==> src/rtl/alu_seq_if.sv <==
// Request/result bundle between the register-read stage and the sequential ALU.
// Handshake: a transfer happens on a rising edge where valid and ready are both high;
// the driver of valid must hold valid and its payload stable until that edge.
interface alu_seq_if #(
  parameter int WIDTH = 32
);
  logic             in_valid;
  logic             in_ready;
  logic [WIDTH-1:0] SrcA;
  logic [WIDTH-1:0] SrcB;
  logic [4:0]       ALUOp;
  logic             SetFlags;
  logic             out_valid;
  logic             out_ready;
  logic [WIDTH-1:0] ALUResult;
  logic             ResultWr;
  logic [3:0]       ALUFlags;
  logic             busy;

  modport master (
    output in_valid, SrcA, SrcB, ALUOp, SetFlags, out_ready,
    input  in_ready, out_valid, ALUResult, ResultWr, ALUFlags, busy
  );

  modport slave (
    input  in_valid, SrcA, SrcB, ALUOp, SetFlags, out_ready,
    output in_ready, out_valid, ALUResult, ResultWr, ALUFlags, busy
  );
endinterface

==> src/rtl/alu_seq.sv <==
// Registered ALU with NZCV flag register and an iterative shift-add multiply.
// One operation in flight at a time: IDLE accepts, BUSY multiplies, DONE presents the result.
module alu_seq #(
  parameter int WIDTH  = 32,
  parameter bit MUL_EN = 1'b1
) (
  input  logic       clk,
  input  logic       reset_n,
  alu_seq_if.slave   bus,
  output logic [1:0] fsm_state
);
  localparam int CW = $clog2(WIDTH);
  localparam logic [CW-1:0] LAST = CW'(WIDTH - 1);

  typedef enum logic [1:0] {IDLE = 2'd0, BUSY = 2'd1, DONE = 2'd2} state_t;

  state_t           state, state_next;
  logic [WIDTH-1:0] res_q, acc_q, mcand_q, mplier_q;
  logic [CW-1:0]    cnt_q;
  logic [3:0]       flags_q;
  logic             wr_q, mul_s_q;

  logic             is_mul;
  logic [3:0]       op;
  logic [WIDTH-1:0] x, y, logic_res, alu_res, mul_acc_next;
  logic             cin, arith, cmp_op, alu_upd, alu_c, alu_v;
  logic [WIDTH:0]   sum;

  assign is_mul = MUL_EN && bus.ALUOp[4];

  // Single-cycle datapath works straight off the request so the result lands on the accept edge.
  always_comb begin
    op        = bus.ALUOp[3:0];
    x         = '0;
    y         = '0;
    cin       = 1'b0;
    arith     = 1'b0;
    logic_res = '0;
    if (!MUL_EN && bus.ALUOp[4]) op = 4'b1101;
    case (op)
      4'h0, 4'h8: logic_res = bus.SrcA & bus.SrcB;
      4'h1, 4'h9: logic_res = bus.SrcA ^ bus.SrcB;
      4'h2, 4'hA: begin x = bus.SrcA; y = ~bus.SrcB; cin = 1'b1;       arith = 1'b1; end
      4'h3:       begin x = bus.SrcB; y = ~bus.SrcA; cin = 1'b1;       arith = 1'b1; end
      4'h4, 4'hB: begin x = bus.SrcA; y = bus.SrcB;  cin = 1'b0;       arith = 1'b1; end
      4'h5:       begin x = bus.SrcA; y = bus.SrcB;  cin = flags_q[1]; arith = 1'b1; end
      4'h6:       begin x = bus.SrcA; y = ~bus.SrcB; cin = flags_q[1]; arith = 1'b1; end
      4'h7:       begin x = bus.SrcB; y = ~bus.SrcA; cin = flags_q[1]; arith = 1'b1; end
      4'hC:       logic_res = bus.SrcA | bus.SrcB;
      4'hD:       logic_res = bus.SrcB;
      4'hE:       logic_res = bus.SrcA & ~bus.SrcB;
      default:    logic_res = ~bus.SrcB;
    endcase
    sum     = {1'b0, x} + {1'b0, y} + {{WIDTH{1'b0}}, cin};
    alu_res = arith ? sum[WIDTH-1:0] : logic_res;
    alu_c   = sum[WIDTH];
    alu_v   = (x[WIDTH-1] == y[WIDTH-1]) && (sum[WIDTH-1] != x[WIDTH-1]);
    cmp_op  = (op[3:2] == 2'b10);
    alu_upd = bus.SetFlags || cmp_op;
  end

  assign mul_acc_next = acc_q + (mplier_q[0] ? mcand_q : '0);

  always_ff @(posedge clk) begin
    if (!reset_n) state <= IDLE;
    else          state <= state_next;
  end

  always_comb begin
    state_next = state;
    case (state)
      IDLE:    if (bus.in_valid) state_next = is_mul ? BUSY : DONE;
      BUSY:    if (cnt_q == LAST) state_next = DONE;
      DONE:    if (bus.out_ready) state_next = IDLE;
      default: state_next = IDLE;
    endcase
  end

  always_ff @(posedge clk) begin
    if (!reset_n) begin
      res_q    <= '0;
      acc_q    <= '0;
      mcand_q  <= '0;
      mplier_q <= '0;
      cnt_q    <= '0;
      flags_q  <= 4'b0000;
      wr_q     <= 1'b0;
      mul_s_q  <= 1'b0;
    end else begin
      case (state)
        IDLE: begin
          if (bus.in_valid) begin
            if (is_mul) begin
              mcand_q  <= bus.SrcA;
              mplier_q <= bus.SrcB;
              acc_q    <= '0;
              cnt_q    <= '0;
              mul_s_q  <= bus.SetFlags;
            end else begin
              res_q <= alu_res;
              wr_q  <= !cmp_op;
              if (alu_upd)
                flags_q <= {alu_res[WIDTH-1], (alu_res == '0),
                            arith ? alu_c : flags_q[1], arith ? alu_v : flags_q[0]};
            end
          end
        end
        BUSY: begin
          acc_q    <= mul_acc_next;
          mcand_q  <= mcand_q << 1;
          mplier_q <= mplier_q >> 1;
          cnt_q    <= cnt_q + CW'(1);
          if (cnt_q == LAST) begin
            res_q <= mul_acc_next;
            wr_q  <= 1'b1;
            // Multiply only touches N and Z; C and V carry through.
            if (mul_s_q) flags_q[3:2] <= {mul_acc_next[WIDTH-1], (mul_acc_next == '0)};
          end
        end
        default: ;
      endcase
    end
  end

  assign bus.in_ready  = (state == IDLE) && reset_n;
  assign bus.out_valid = (state == DONE);
  assign bus.busy      = (state == BUSY);
  assign bus.ALUResult = res_q;
  assign bus.ResultWr  = wr_q;
  assign bus.ALUFlags  = flags_q;
  assign fsm_state     = state;
endmodule

==> src/flat_wrapper.sv <==
// flat-port wrapper written by rule: the top's interface ports become plain ports
module alu_seq_flat 
#(
  parameter int WIDTH  = 32,
  parameter bit MUL_EN = 1'b1
)
  (clk, reset_n, fsm_state, bus_in_valid, bus_SrcA, bus_SrcB, bus_ALUOp, bus_SetFlags, bus_out_ready, bus_in_ready, bus_out_valid, bus_ALUResult, bus_ResultWr, bus_ALUFlags, bus_busy);
  alu_seq_if #(.WIDTH(WIDTH)) bus_i ();
  input  logic clk;
  input  logic reset_n;
  output logic [1:0] fsm_state;
  input wire logic [$bits(bus_i.in_valid)-1:0] bus_in_valid;
  input wire logic [$bits(bus_i.SrcA)-1:0] bus_SrcA;
  input wire logic [$bits(bus_i.SrcB)-1:0] bus_SrcB;
  input wire logic [$bits(bus_i.ALUOp)-1:0] bus_ALUOp;
  input wire logic [$bits(bus_i.SetFlags)-1:0] bus_SetFlags;
  input wire logic [$bits(bus_i.out_ready)-1:0] bus_out_ready;
  output wire logic [$bits(bus_i.in_ready)-1:0] bus_in_ready;
  output wire logic [$bits(bus_i.out_valid)-1:0] bus_out_valid;
  output wire logic [$bits(bus_i.ALUResult)-1:0] bus_ALUResult;
  output wire logic [$bits(bus_i.ResultWr)-1:0] bus_ResultWr;
  output wire logic [$bits(bus_i.ALUFlags)-1:0] bus_ALUFlags;
  output wire logic [$bits(bus_i.busy)-1:0] bus_busy;
  assign bus_i.in_valid = bus_in_valid;
  assign bus_i.SrcA = bus_SrcA;
  assign bus_i.SrcB = bus_SrcB;
  assign bus_i.ALUOp = bus_ALUOp;
  assign bus_i.SetFlags = bus_SetFlags;
  assign bus_i.out_ready = bus_out_ready;
  assign bus_in_ready = bus_i.in_ready;
  assign bus_out_valid = bus_i.out_valid;
  assign bus_ALUResult = bus_i.ALUResult;
  assign bus_ResultWr = bus_i.ResultWr;
  assign bus_ALUFlags = bus_i.ALUFlags;
  assign bus_busy = bus_i.busy;
  alu_seq #(.WIDTH(WIDTH), .MUL_EN(MUL_EN)) u_core (.clk(clk), .reset_n(reset_n), .bus(bus_i), .fsm_state(fsm_state));
endmodule
==> config.mk <==
export PLATFORM = sky130hd
export DESIGN_NAME = alu_seq_flat
export DESIGN_NICKNAME = d
export VERILOG_FILES = /design/src/rtl/alu_seq_if.sv /design/src/rtl/alu_seq.sv /design/src/flat_wrapper.sv
export SDC_FILE = /design/constraint.sdc
export NUM_CORES = 1
export LEC_CHECK = 0
export ABC_AREA = 1
export CAP_MARGIN = 10
export CORE_MARGIN = 8
export CORE_UTILIZATION = 36
export CTS_CLUSTER_SIZE = 8
export DETAILED_ROUTE_END_ITERATION = 16
export PLACE_DENSITY = 0.6
export REMOVE_ABC_BUFFERS = 1
export SKIP_CTS_REPAIR_TIMING = 1
export SYNTH_ARGS = -nofsm -noshare
export SYNTH_HDL_FRONTEND = slang
export SYNTH_SLANG_ARGS = --single-unit
==> constraint.sdc <==
create_clock -name clk -period 3.4 [get_ports clk]
set_input_delay 0.51 -clock clk [delete_from_list [all_inputs] [get_ports clk]]
set_output_delay 0.51 -clock clk [all_outputs]
set_load 0.01 [all_outputs]
* Word level (Yosys, flattened, before mapping)
Index checks and enable logic that the tools add are counted.
** Word-level totals
- Input bits :: 74
- Register bits after elaboration :: 141
- Logic and storage cells :: 112
** Operators by class
- $add $sub $neg :: 4
- Bitwise logic cells :: 7
- Eq/ne operators :: 27
- Multiplexer cells :: 40
- Reduce and logical (&&, ||, !) cells :: 24
** Operators by type and width (number)
- $mux 32 :: 11
- $pmux 32 s2 :: 5
- $pmux 32 s6 :: 1
- $pmux 32 s3 :: 1
- $and 32x32->32 :: 2
- $logic_not 32->1 :: 2
- $not 32->32 :: 2
- $add 32x32->33 :: 1
- $add 33x1->33 :: 1
- $add 32x32->32 :: 1
- $or 32x32->32 :: 1
- $xor 32x32->32 :: 1
- $eq 4x4->1 const B :: 7
- $eq 4x3->1 const B :: 4
- $mux 2 :: 6
- $mux 4 :: 3
- $reduce_or 3->1 :: 4
- $mux 5 :: 2
- $pmux 5 s2 :: 1
- $reduce_and 3->1 :: 3
- $eq 4x2->1 const B :: 2
- $ne 2x2->1 const B :: 4
- $reduce_or 8->1 :: 1
- $mux 1 :: 6
- 23 further kinds :: 30

* Longest topological paths before layout
Gate-level depths: netlist of the first run.
- Word-level depth :: 12
- Depth in mapped cells :: 28
- Mapped depth without buffers :: 27

* Least setup slack after synthesis of the first run
OpenSTA, ideal clock, no wires.
- Path type :: input-to-reg
- From :: input bus_ALUOp[1]
- To :: register u_core.flags_q[2] (netlist: u_core.bus.ALUFlags[2])
- Path buffers :: 1
- Data required time :: 3.291 ns
- Library setup time :: 0.109 ns
- Stages on the path :: 27
- Arrival :: 3.538 ns
- Setup slack :: -0.247 ns
- Path through :: nand2_1 > inv_2 > nand2_1 > o21ai_1 > nor2_1 > clkbuf_1 > o22ai_1 > fa_1 > fa_1 > nand2_1 > nand2_1 > nand3_1 > nand2_1 > nand2_1 > nand2_1 > nand2_1 > nand2_1 > nand2_1 > nand2_1 > o21ai_1 > nor2_1 > nand2_1 > nor2_1 > nand3_1 > nand3_1 > nand2_1 > inv_1
** On the way
- Word-level cells in the longest chain between the ends :: 11
- Elaborated cells on any way between the ends :: 37
- Classes of those cells :: 2 x add/sub; 14 x eq/ne; 10 x mux; 11 x reduce/logical
** Ends and longest elaborated chain
- from (decl) :: line flat_wrapper.sv:15 : input wire logic [$bits(bus_i.ALUOp)-1:0] bus_ALUOp;
- $eq 4x2->1 (tied with other cells) :: line alu_seq.sv:40 : case (op)
- $reduce_or 6->1 (no source line) (tied with other cells)
- $pmux 32 s2 or $pmux 32 s3 (tied branches) :: line alu_seq.sv:40
- $add 32x32->33 :: line alu_seq.sv:54 : sum = {1'b0, x} + {1'b0, y} + {{WIDTH{1'b0}}, cin};
- $add 33x1->33 :: line alu_seq.sv:54
- $mux 32 * :: line alu_seq.sv:55 : alu_res = arith ? sum[WIDTH-1:0] : logic_res;
- $logic_not 32->1 * :: line alu_seq.sv:103 : flags_q <= {alu_res[WIDTH-1], (alu_res == '0),
- $mux 4 * :: line alu_seq.sv:102 : if (alu_upd)
- $mux 4 * :: line alu_seq.sv:93 : if (is_mul) begin
- $mux 4 * :: line alu_seq.sv:92 : if (bus.in_valid) begin
- $pmux 2 s2 * :: line alu_seq.sv:90 : case (state)
- to (signal assigned) :: line alu_seq.sv:103
- to (signal assigned) :: line alu_seq.sv:117 : if (mul_s_q) flags_q[3:2] <= {mul_acc_next[WIDTH-1], (mul_acc_next == '0)};
- to (decl) :: line alu_seq.sv:20 : logic [3:0] flags_q;
Every way passes the cells marked *; elsewhere a longest branch is shown, timed or not. The select of a mux whose other input is x is not followed.
A chain may end at the register's enable or synchronous reset.

* Worst setup path in the final report of the first run
- From :: input bus_ALUOp[0]
- To :: register u_core.flags_q[2] (netlist: u_core.bus.ALUFlags[2])
The elaborated chain is that of the path after synthesis.

==> impl_metrics.yaml, run 1 <==
power:
  p_total_mw: 6.51
  irDropWorstVdd_mv: 0.390
  power_leakage_nw: 9.11
  p_per_area_nw_per_um2: 356
logic_synthesis:
  synth-xor-area-share_pct: 0.968
  synthTopCellsByArea: "nand2_1 22%, dfxtp_1 21%, ha_1 8.9%"
  synth-compound-area-share_pct: 21.0
  synth_seq_cells: 141
  syn_area_sq_um: 13600
  avgSynthCellArea_sq_um: 5.79
  synthSimpleGateAreaFrac_pct: 36.4
  synth_warnings: 0
  synth_top_family_by_area: "simple AND/OR/NAND/NOR gates"
  syn_inst: 2344
  synth_area_leader_cell: "nand2_1"
  async_reset_ff_share_pct: 0
  ys_types: 46
  synth_top_area_share_pct: 21.9
  synth_adder_area_share_pct: 9.29
  seq_area_frac_synth_pct: 20.8
  synthFlopType: "dfxtp_1"
  synthMuxAreaShare_pct: 0
  synth_edf_count: 0
placed_design:
  gp_congestion: 0.974
  place_area_sq_um: 17300
  placed_cells: 3158
  dp_hpwl_mm: 45.3
  pre_cts_ws_ns: -0.956
  port_buffers: 115
setup_path:
  cpMaxStageDelayCell: "ha_1"
  critPathCaptureType: "flip-flop"
  critPathArrivalTime_ns: 3.70
  r2r_setup_slack_ns: 0.14
  reg2reg_from: "u_core.mplier_q[0]"
  reg2reg_to: "u_core.bus.ALUFlags[2]"
  critPathLaunch: "bus_ALUOp[0]"
  path_depth: 26
  reg2regPathDepth: 22
  path_delay_family: "simple AND/OR/NAND/NOR gates"
  crit_path_end: "u_core.bus.ALUFlags[2]"
  crit_fanout: 12
  cp_num_buf_inv: 6
  path_class: "in -> reg"
  slowest_delay_ns: 0.37
  cp_common_cell: "nand2_1"
  required_ns: 3.79
  cp-start-kind: "primary input"
timing:
  setup_viol: 0
  drv_slew: 0
  timing.final.ws_setup_ns: 0.0947
  tns_ns: 0
  worst_slew_pin_slew_ns: 0.819
  max_slew_margin_pct: 45.3
  rsz0062_at_grt: "yes"
  timing.hold.ws_ns: 0.472
  clock.fmax_mhz: 303
  hold_violations: 0
  fin_crit_sh_pct: 97.2
  fin_crit_ns: 3.31
  skew_ns: 0.0126
route:
  avgRoutedWirePerCell_microns: 18.4
  wl_mm: 59.1
  routed_via_density: 5.39
  ant_nets: 0
  drc: 0
  firstDrtPassIters: 6
  drt-initial-drc-count: 1757
  vias: 17300
final_layout:
  postLayoutCoreUtil_pct: 48.9
  fin_cells: 3202
  design_area_sq_um: 18300
  drive_gt1_share_pct: 16.1
  fin_nets: 2850
  areaGrowthSynthToFinish_pct: 34.7
  fillCellCount: 3950
floorplan:
  start_util_pct: 36.3
  row_count: 71
  die-area_sq_um: 44200
  die_w_microns: 210
  dieHeight_microns: 210
  io_pins: 116
  core_sq_um: 37400
status:
  status: "finished clean"
clocking:
  cts_sinks: 141
  cts.root.buffer_cell: "clkbuf_16"
  path_clk_slew_ns: 0.07
  clock_latency_ns: 0.45
  htree_levels: 4
  cts_buffer_depth: 2
  numCtsBuffers: 17
  cts_tree: "yes"
grt:
  grt_max_degree: 101
  grt_pass1_wl_mm: 89.5
  track_usage_pct: 25.5
  grt_overflow_total: 0
  grt_pass1_vias: 16000
  antenna_found_initial: 1
job:
  maxCapViolCount: 0
min_path:
  min_path_type: "reg -> reg"
Yosys cell counts, types with 11 or more instances:
cell / count
a31oi_1: 88
nand2_1: 791
inv_1: 307
or2_2: 11
dfxtp_1: 141
xor2_1: 11
o21ai_0: 139
ha_1: 96
nand3b_1: 20
o221ai_1: 35
o22ai_1: 38
nor3_1: 19
a21oi_1: 145
clkbuf_1: 79
nand4_1: 35
nor2_1: 174
nand3_1: 118
layer usage:
layer	GRT usage (%)	part of all wire (%)	vias to the layer above
li1	-	-	8416
met1	35.0	45	7985
met2	39.8	44	716
met3	3.33	7.5	136
met4	10.3	4.2	0
met5	0	0	-
worst reg2reg max path, cell delays in order, from the launching register on:
cell	delay [ns]
dfxtp_1	0.36
nand2_1	0.06
inv_1	0.06
ha_1	0.17
inv_1	0.07
fa_1	0.43
inv_1	0.14
nand3_1	0.11
nand2_1	0.20
nand2_1	0.08
nand2_1	0.15
nand2_1	0.10
nand2_1	0.13
nand2_1	0.09
nand2_1	0.07
nand3_1	0.08
nor2_1	0.17
nand4_1	0.18
nor2_1	0.15
nand3_1	0.19
nand3_1	0.14
nand2_1	0.06
inv_1	0.05
state kept, by name (all words and copies together), names as in the netlist:
signal	flops
u_core.bus.ALUFlags	4
u_core.bus.ResultWr	1
u_core.fsm_state	2
u_core.mplier_q	32
u_core.mul_s_q	1
u_core.acc_q	32
u_core.bus.ALUResult	32
u_core.mcand_q	32
u_core.cnt_q	5
worst min path at each step:
stage | from | end | slack, ns | depth (start not counted)
3_5_place_dp | u_core.acc_q[17] | u_core.acc_q[17] | 0.46 | 2
3_3_place_gp | u_core.cnt_q[2] | u_core.cnt_q[2] | 0.45 | 1
2_1_floorplan | u_core.cnt_q[2] | u_core.cnt_q[2] | 0.43 | 1
6_report | u_core.acc_q[10] | u_core.acc_q[10] | 0.47 | 2
4_1_cts | u_core.acc_q[17] | u_core.acc_q[17] | 0.47 | 2
5_1_grt | u_core.acc_q[2] | u_core.acc_q[2] | 0.49 | 2
placed cells by master (no fill, tap or decap), drive strengths merged, types with 96 or more instances in the layout:
cell           count
buf              292
nand2            799
dfxtp            141
inv              318
o21ai            148
clkdlybuf4s50    109
ha                96
nand3            118
nor2             179
a21oi            146
logic make-up (layout without fill, tap and decap cells):
kind of cell | after synthesis | in the layout
buffers and inverters | 408 | 754
other | 0 | 1
DFF | 141 | 141
xor gates and xnor gates | 15 | 15
and+or+nand+nor | 1191 | 1191
adders and majority gates | 99 | 99
AOI/OAI and AO/OA | 490 | 490
layout make-up:
type	count	area, sq um	area share, %
diodes	1	2.50	0.0137
clock buffers	17	425	2.33
clock inverters	15	151	0.828
inverters	313	1180	6.45
multi-input cells	1795	9480	51.9
flip-flops and latches	141	2820	15.4
well taps	511	639	3.50
repair buffers	409	3580	19.6
where the power goes:
group,switching (mW),internal (mW)
combinational,1.51,1.09
clock,0.942,0.973
sequential,0.140,1.86
total,2.59,3.93
(Power assumes the default switching activity.)
==> inputs of run 2 (changes only) <==
- CORE_MARGIN: 8 -> default
==> run 2 against run 1 <==
  * Non-clock buffer count decreased by 7
  * Setup slack better by 0.057 ns
  * Combinational power is 2% lower
  * Clock-buffer cell count is 3 higher
  * Global-route usage is 4.4 points higher
  * Hold slack got worse by 0.0030 ns
==> impl_metrics.yaml, run 2 (synthesis results as in run 1) <==
final_layout:
  final_common_cell: "nand2_1"
  drive_gt1_share_pct: 15.7
  fin_cells: 3187
  layout_common_cells: "773 x nand2_1, 304 x inv_1, 268 x buf_4"
  fin_nets: 2843
  areaGrowthSynthToFinish_pct: 34.3
power:
  irDropWorstVdd_mv: 0.342
  p_total_mw: 6.63
  power_leakage_nw: 9.11
  p_per_area_nw_per_um2: 364
placed_design:
  port_buffers: 115
  placed_cells: 3139
  gp_congestion: 0.943
  pre_cts_ws_ns: -0.806
  dp_hpwl_mm: 44.9
setup_path:
  reg2reg_from: "u_core.mplier_q[0]"
  required_ns: 3.75
  cp_num_buf_inv: 7
  slowest_delay_ns: 0.35
  path_class: "in -> reg"
  reg2regPathDepth: 22
  cp_common_cell: "nand2_1"
  r2r_setup_slack_ns: 0.25
  cpMaxStageDelayCell: "ha_2"
  path_delay_family: "simple AND/OR/NAND/NOR gates"
  cp-start-kind: "primary input"
  crit_fanout: 5
  critPathArrivalTime_ns: 3.60
  critPathCaptureType: "flip-flop"
  reg2reg_to: "u_core.bus.ALUFlags[2]"
clocking:
  cts.root.buffer_cell: "clkbuf_16"
  htree_levels: 4
  cts_tree: "yes"
  numCtsBuffers: 17
  cts_buffer_depth: 2
  clock_latency_ns: 0.46
  path_clk_slew_ns: 0.06
  cts_sinks: 141
grt:
  antenna_found_initial: 2
  grt_max_degree: 74
  track_usage_pct: 29.9
  grt_pass1_vias: 15800
  grt_pass1_wl_mm: 88.8
  grt_overflow_total: 0
min_path:
  hold_end: "u_core.acc_q[2]"
  min_path_type: "reg -> reg"
  hold_depth: 2
  hold_start: "u_core.acc_q[2]"
timing:
  timing.final.ws_setup_ns: 0.151
  fin_crit_sh_pct: 95.5
  clock.fmax_mhz: 308
  hold_violations: 0
  worst_slew_pin_slew_ns: 1.08
  skew_ns: 0.0195
  fin_crit_ns: 3.25
  drv_slew: 0
  setup_viol: 0
  max_slew_margin_pct: 27.6
route:
  drc: 0
  avgRoutedWirePerCell_microns: 18.1
  vias: 17000
  routed_via_density: 5.33
  wl_mm: 57.6
  drt-initial-drc-count: 1505
  ant_nets: 0
  firstDrtPassIters: 6
floorplan:
  dieHeight_microns: 196
  core_sq_um: 36900
  row_count: 70
  die-area_sq_um: 38500
  io_pins: 116
  die_w_microns: 196
  start_util_pct: 36.8
job:
  maxCapViolCount: 0
status:
  status: "finished clean"
==> run 2: layout make-up <==
class | count | area (sq um)
Antenna cell | 1 | 2.50
Clock buffer | 20 | 457
Clock inverter | 11 | 159
Fill cell | 3847 | 18600
Inverter | 313 | 1180
Multi-Input combinational cell | 1795 | 9460
Sequential cell | 141 | 2820
Tap cell | 504 | 631
Timing Repair Buffer | 402 | 3520
==> run 2: through the flow <==
stage          hold WS [ns]  util [%]  TNS [ns]  cell area, sq um
2_1_floorplan         0.435         -   -503.41             13200
3_3_place_gp          0.452      46.6    -14.16             17200
3_5_place_dp          0.458      46.6    -15.71             17200
4_1_cts               0.468      48.3     -2.14             17800
5_1_grt               0.491      49.4    -0.117             18200
6_report              0.469      49.4         0             18200
==> run 2: worst max path at each step <==
stage / from / to / slack [ns] / cells after the start
global placement: bus_ALUOp[3] / u_core.bus.ALUFlags[2] / -0.82 / 25
floorplan: u_core.fsm_state[0] / u_core.cnt_q[3] / -4.63 / 7
global route: bus_ALUOp[1] / u_core.bus.ALUFlags[2] / -0.09 / 27
finish: bus_ALUOp[1] / u_core.bus.ALUFlags[2] / 0.15 / 27
CTS: bus_ALUOp[3] / u_core.bus.ALUFlags[2] / -0.35 / 25
detailed placement: bus_ALUOp[3] / u_core.bus.ALUFlags[2] / -0.81 / 25
==> run 2: where the power goes <==
group / internal [mW] / total [mW] / switching, mW
logic: 1.09 / 2.55 / 1.46
registers: 1.86 / 2.02 / 0.156
clock network: 1.20 / 2.07 / 0.866
==> run 2: layer usage <==
layer / vias up / GRT usage, % / wire length [microns]
met3: 88 / 3.25 / 3680
met2: 568 / 46.9 / 25400
li1: 8409 / - / -
met1: 7915 / 42.2 / 26900
met5: - / 0 / 0
met4: 0 / 10.2 / 1530
==> run 2: worst reg2reg max path: stages, from the launching register on <==
cell and delay (ns):
dfxtp_2 0.40, nand2_1 0.07, inv_1 0.06, ha_1 0.17, inv_1 0.06, fa_1 0.43, inv_1 0.12, nand3_1 0.10
nand2_1 0.10, nand2_1 0.05, nand2_1 0.13, nand3_1 0.15, nand2_1 0.17, nand2_1 0.12, nand2_1 0.08, nand2_1 0.06
nand2_1 0.08, nand3_1 0.09, nor3_1 0.23, nand3_1 0.21, nand3_1 0.13, nand2_1 0.06, inv_1 0.04
==> inputs of run 3 (changes only) <==
- HOLD_SLACK_MARGIN: default -> 0.15
==> results of run 3 <==
No change in the layout: final DEF, timing and power equal those of run 2.
